<file path="src/rtl/serial_addsub_pkg.sv">
// serial_addsub_pkg: shared state encoding and sizing helpers for the bit-serial add/sub unit
package serial_addsub_pkg;
    typedef enum logic [1:0] {IDLE, RUN, DONE} state_t;
    localparam int DEFAULT_WIDTH = 4;
    function automatic int cnt_width(input int width);
        return $clog2(width + 1);
    endfunction
endpackage

</file>
<file path="src/rtl/serial_addsub_fa_slice.sv">
// fa_slice: single-bit combinational full adder reused once per clock by the serial datapath
module fa_slice (
    input  logic a,
    input  logic b,
    input  logic ci,
    output logic s,
    output logic co
);
    assign s  = a ^ b ^ ci;
    assign co = (a & b) | (ci & (a ^ b));
endmodule

</file>
<file path="src/rtl/serial_addsub.sv">
// serial_addsub: bit-serial add/subtract, one bit per clock, start/busy/done handshake
module serial_addsub
    import serial_addsub_pkg::*;
#(
    parameter int WIDTH = DEFAULT_WIDTH
) (
    input  logic             clk,
    input  logic             reset,
    input  logic             start,
    input  logic [WIDTH-1:0] a,
    input  logic [WIDTH-1:0] b,
    input  logic             cin,
    input  logic             sub,
    output logic             busy,
    output logic             done,
    output logic [WIDTH:0]   result
);
    localparam int CW = cnt_width(WIDTH);

    state_t           r_state, w_next;
    logic [WIDTH-1:0] r_a, r_b, r_sum;
    logic [CW-1:0]    r_cnt;
    logic             r_carry, r_sub;
    logic             w_s, w_co, w_accept, w_last;

    fa_slice u_fa (.a(r_a[0]), .b(r_b[0]), .ci(r_carry), .s(w_s), .co(w_co));

    assign w_accept = (r_state != RUN) && start;
    assign w_last   = r_cnt == CW'(WIDTH - 1);

    always_comb begin
        w_next = w_accept ? RUN : (r_state == RUN) ? (w_last ? DONE : RUN) : IDLE;
        busy   = r_state == RUN;
        done   = r_state == DONE;
    end

    always_ff @(posedge clk or posedge reset) begin
        if (reset) r_state <= IDLE;
        else       r_state <= w_next;
    end

    // Subtract is a + ~b + ~cin; the final carry is inverted into a borrow.
    always_ff @(posedge clk or posedge reset) begin
        if (reset) begin
            r_a     <= '0;
            r_b     <= '0;
            r_sum   <= '0;
            r_cnt   <= '0;
            r_carry <= 1'b0;
            r_sub   <= 1'b0;
            result  <= '0;
        end else if (w_accept) begin
            r_a     <= a;
            r_b     <= sub ? ~b : b;
            r_carry <= cin ^ sub;
            r_sub   <= sub;
            r_cnt   <= '0;
        end else if (r_state == RUN) begin
            r_a     <= r_a >> 1;
            r_b     <= r_b >> 1;
            r_sum   <= {w_s, r_sum[WIDTH-1:1]};
            r_carry <= w_co;
            r_cnt   <= r_cnt + 1'b1;
            if (w_last) result <= {w_co ^ r_sub, w_s, r_sum[WIDTH-1:1]};
        end
    end
endmodule
</file>
<file path="config.mk">
export PLATFORM = sky130hd
export DESIGN_NAME = serial_addsub
export DESIGN_NICKNAME = d
export VERILOG_FILES = /design/src/rtl/serial_addsub_pkg.sv /design/src/rtl/serial_addsub_fa_slice.sv /design/src/rtl/serial_addsub.sv
export SDC_FILE = /design/constraint.sdc
export NUM_CORES = 1
export LEC_CHECK = 0
export CORE_MARGIN = 2
export CORE_UTILIZATION = 40
export CTS_CLUSTER_SIZE = 30
export DETAILED_ROUTE_END_ITERATION = 7
export HOLD_SLACK_MARGIN = 0.02
export SYNTH_ARGS = -nofsm -noshare
export SYNTH_HDL_FRONTEND = slang
export SYNTH_SLANG_ARGS = --single-unit
</file>
<file path="constraint.sdc">
create_clock -name clk -period 1.6 [get_ports clk]
set_input_delay 0.4 -clock clk [delete_from_list [all_inputs] [get_ports clk]]
set_output_delay 0.4 -clock clk [all_outputs]
set_load 0.02 [all_outputs]
</file>
==> metrics.md <==
| Metric | Value |
|---|---|
| Clk_lat worst skew | `0.30 ns` |
| Worst VDD drop | `between 0.001 and 0.0015 V` |
| # Max-Cap Violations | `0` |
| Yosys cell types | `21` |
| Post-synthesis sequential area ratio | `a little under three fifths` |
| DRT Wirelength | `between 1500 and 2000 µm` |
| Drt pass-1 iters | `2` |
| Nets | `approximately 140` |
| # IOs | `20` |
| Number of global-route vias before repair | `621` |
| Largest net degree at the start of global routing | `24` |
| Critical Path, Cell by Cell | `nand2b_1, inv_2, buf_2` |
| Int Pwr | `between 0.001 and 0.0015 W` |
| CP max FO | `3` |
| Hold/Removal Path Class | `in -> async` |
| # diodes | `0` |
| Vias per inst | `between 4 and 5` |
| Fin crit share | `a little over nine tenths` |
| Final HPWL DP | `roughly 1300 µm` |
| Drc violations | `0` |
| Synthesis warning total | `0` |
| Initial cell density of the core | `between 40% and 50%` |
| Initial antenna violation count | `0` |
| TritonCTS Buffers | `3` |
| Syn avg cell area | `11.1 µm²` |
| Sequential power share | `roughly 46%` |
| # setup viols final | `0` |
| Clock sink count | `23` |
| Slew HR | `80.4%` |
| RSZ-0062 raised after global routing | `no` |
| CP startpoint kind | `flip-flop` |
| Share of cells above drive strength 1 | `around 15%` |
| CTS tree | `built` |
| Status | `finished clean` |
| CP bufs+invs | `2` |
| Clock Skew | `about 0.0017 ns` |
| Max-slew violation count | `0` |
| First-pass GRT wire length | `2700 µm` |
| Clock network fraction of total power | `between 10% and 20%` |
| Worst stage delay on the critical path | `approximately 0.40 ns` |
| Slew @ Worst Pin | `0.293 ns` |
| Layout area overhead | `23.8%` |
| Die Span X | `roughly 55 µm` |
| Hold Vio Cnt, Final | `0` |
| Via count | `699` |
| CTS Buffer Depth | `2` |
| Switching power | `between 0.0007 and 0.0008 W` |
| CTS Hold Buffers Added | `0` |
| GPL Wtd Cong | `roughly 0.74` |
| Clock Tree Root | `clkbuf_4` |
| Switch share | `a little over a third` |
| PortBufs | `19` |
| Standard-cell row count | `18` |
| DR iter-0 viols | `6` |
| GRT Util Overall | `about an eighth` |
| CP max stage cell | `dfrtp_1` |
| WP data required | `1.20 ns` |
| Final Critical Period | `about 1.5 ns` |
| FF+latch count, synth | `23` |
| H-Tree Depth | `1` |
| Die area | `between 3000 and 4000 µm²` |
| Mapped cell area | `roughly 1000 µm²` |
| Setup CP Type | `reg -> out` |
| Final ANT Viol Nets | `0` |
| Synthesized instance count | `between 90 and 100` |
| Delay-heaviest family, CP | `flip-flops` |
| Avg WL per Cell | `~12 µm` |
| Lkg Pwr | `between 0.6 and 0.7 nW` |
| Power Density | `1630 nW/µm²` |
| Grt total ovfl | `0` |
| CTS clock-pin slew for the worst setup and hold paths | `between 0.1 and 0.15 ns` |
| Gate power share | `approximately 42%` |
| Crit end category | `output pin` |
| Fin util | `a little over half` |
| Syn Nets | `110` |
| Core area | `roughly 2500 µm²` |
| Fillers | `roughly 240` |
| Fmax | `between 600 and 700 MHz` |
| Critical path arrival | `around 1.1 ns` |
| Chip height | `roughly 55 µm` |
| Overall power | `0.00211 W` |
-- cells in the mapped netlist, drive strengths merged --
| library cell | number | share of area (%) |
|---|---|---|
| a21oi | 1 | 0.48 |
| buf | 5 | 3.2 |
| dfrtp | 23 | 55 |
| fa | 1 | 1.9 |
| ha | 2 | 2.4 |
| inv | 4 | 1.4 |
| mux2 | 6 | 6.5 |
| mux2i | 8 | 7.7 |
| nand2 | 20 | 7.2 |
| nand2b | 1 | 0.60 |
| nand3b | 2 | 1.4 |
| nor2 | 3 | 1.1 |
| nor2b | 1 | 0.60 |
| o21ai | 10 | 4.8 |
| or3 | 1 | 0.60 |
| xnor2 | 2 | 1.7 |
| xor2 | 4 | 3.4 |
-- state kept, by name, summed over array words and instances, names as in the netlist --
name	count
r_carry	1
r_cnt	3
r_state	2
r_sub	1
r_b	4
result	5
r_sum	3
r_a	4
-- per-layer routing --
layer  vias to the layer above  global-route usage [%]  share of wire [%]
met1                       327                    16.7                 47
li1                        355                       -                  -
met5                         -                       0                  0
met4                         0                    4.88               0.76
met2                        15                    21.0                 47
met3                         2                    2.42                4.9
-- repair_timing --
action | in CTS | in global routing
pin swaps | 0 | 0
setup endpoints to repair | 7 | 4
gates resized for setup | 11 | 1
buffers inserted | 0 | 1
-- cell usage in the layout (no fill, tap or decap) --
cell type	synthesis	routed
a21oi_1	1	1
xnor2_1	2	2
clkbuf_1	0	1
inv_2	1	1
mux2_2	6	6
nor2b_1	1	1
o21ai_1	1	1
clkdlybuf4s50_1	0	12
o21ai_0	9	9
buf_4	1	6
dfrtp_1	23	23
nand3b_1	2	2
ha_1	2	2
xor2_1	4	4
nor2_1	3	3
buf_2	3	1
clkbuf_2	0	1
dlygate4sd2_1	0	5
nand2_1	20	20
fa_1	1	1
mux2i_1	8	8
clkbuf_4	0	3
inv_1	3	3
nand2b_1	1	1
or3_1	1	1
-- per-stage QoR --
stage | instance area [µm²] | hold WS (ns) | TNS, ns | instances | setup slack (ns)
detailed placement | 1280 | 0.472 | 0 | 143 | 0.000515
finish | 1290 | 0.415 | 0 | 148 | 0.101
CTS | 1290 | 0.425 | 0 | 147 | 0.00753
floorplan | 1040 | 0.402 | 0 | 94 | 0.207
global route | 1290 | 0.452 | 0 | 148 | 0.0310
global placement | 1280 | 0.458 | -0.000200 | 143 | -0.000200
-- power by group through the flow --
stage	combinational, W	clock, W	sequential, W
2_1_floorplan	0.000594	0	0.00102
3_3_place_gp	0.000934	0	0.000969
3_5_place_dp	0.000953	0	0.000978
4_1_cts	0.000899	0.000279	0.000963
5_1_grt	0.00100	0.000306	0.000992
6_report	0.000887	0.000261	0.000958
-- logic make-up (layout without fill, tap and decap cells) --
kind of cell               Yosys count  count (layout)  synth area share (%)
DFF                                 23              23                  55.1
and+or+nand+nor                     28              28                  11.5
AOI/OAI and AO/OA                   11              11                  5.27
xor gates and xnor gates             6               6                  5.03
muxes                               14              14                  14.1
buffers and inverters                9              33                  4.67
adders and majority gates            3               3                  4.31
-- cell type report --
type                    count  area, µm²  area share, %
flip-flops and latches     23        576           44.5
clock buffers               4       26.3           2.03
well taps                  30       37.5           2.90
inverters                   4       15.0           1.16
repair buffers             25        219           16.9
multi-input cells          62        420           32.5
-- final timing paths --
check	depth (start not counted)	to	start	slack, ns
max	3	busy	r_state[1]$_DFF_PP0_	0.10
min in group clk	2	result[4]$_DFFE_PP0P_	result[4]$_DFFE_PP0P_	0.49
min	3	result[0]$_DFFE_PP0P_	reset	0.42
max in group asynchronous	3	result[2]$_DFFE_PP0P_	reset	0.96
max reg2reg	4	result[0]$_DFFE_PP0P_	r_cnt[0]$_DFFE_PP0P_	0.12
min reg2reg	2	result[4]$_DFFE_PP0P_	result[4]$_DFFE_PP0P_	0.49
-- worst reg2reg max path, cell delays in order, from the launching register on --
cell	delay [ns]
dfrtp_1	0.41
ha_1	0.20
ha_1	0.18
nand3b_1	0.22
mux2_2	0.37
(Power assumes the default switching activity.)
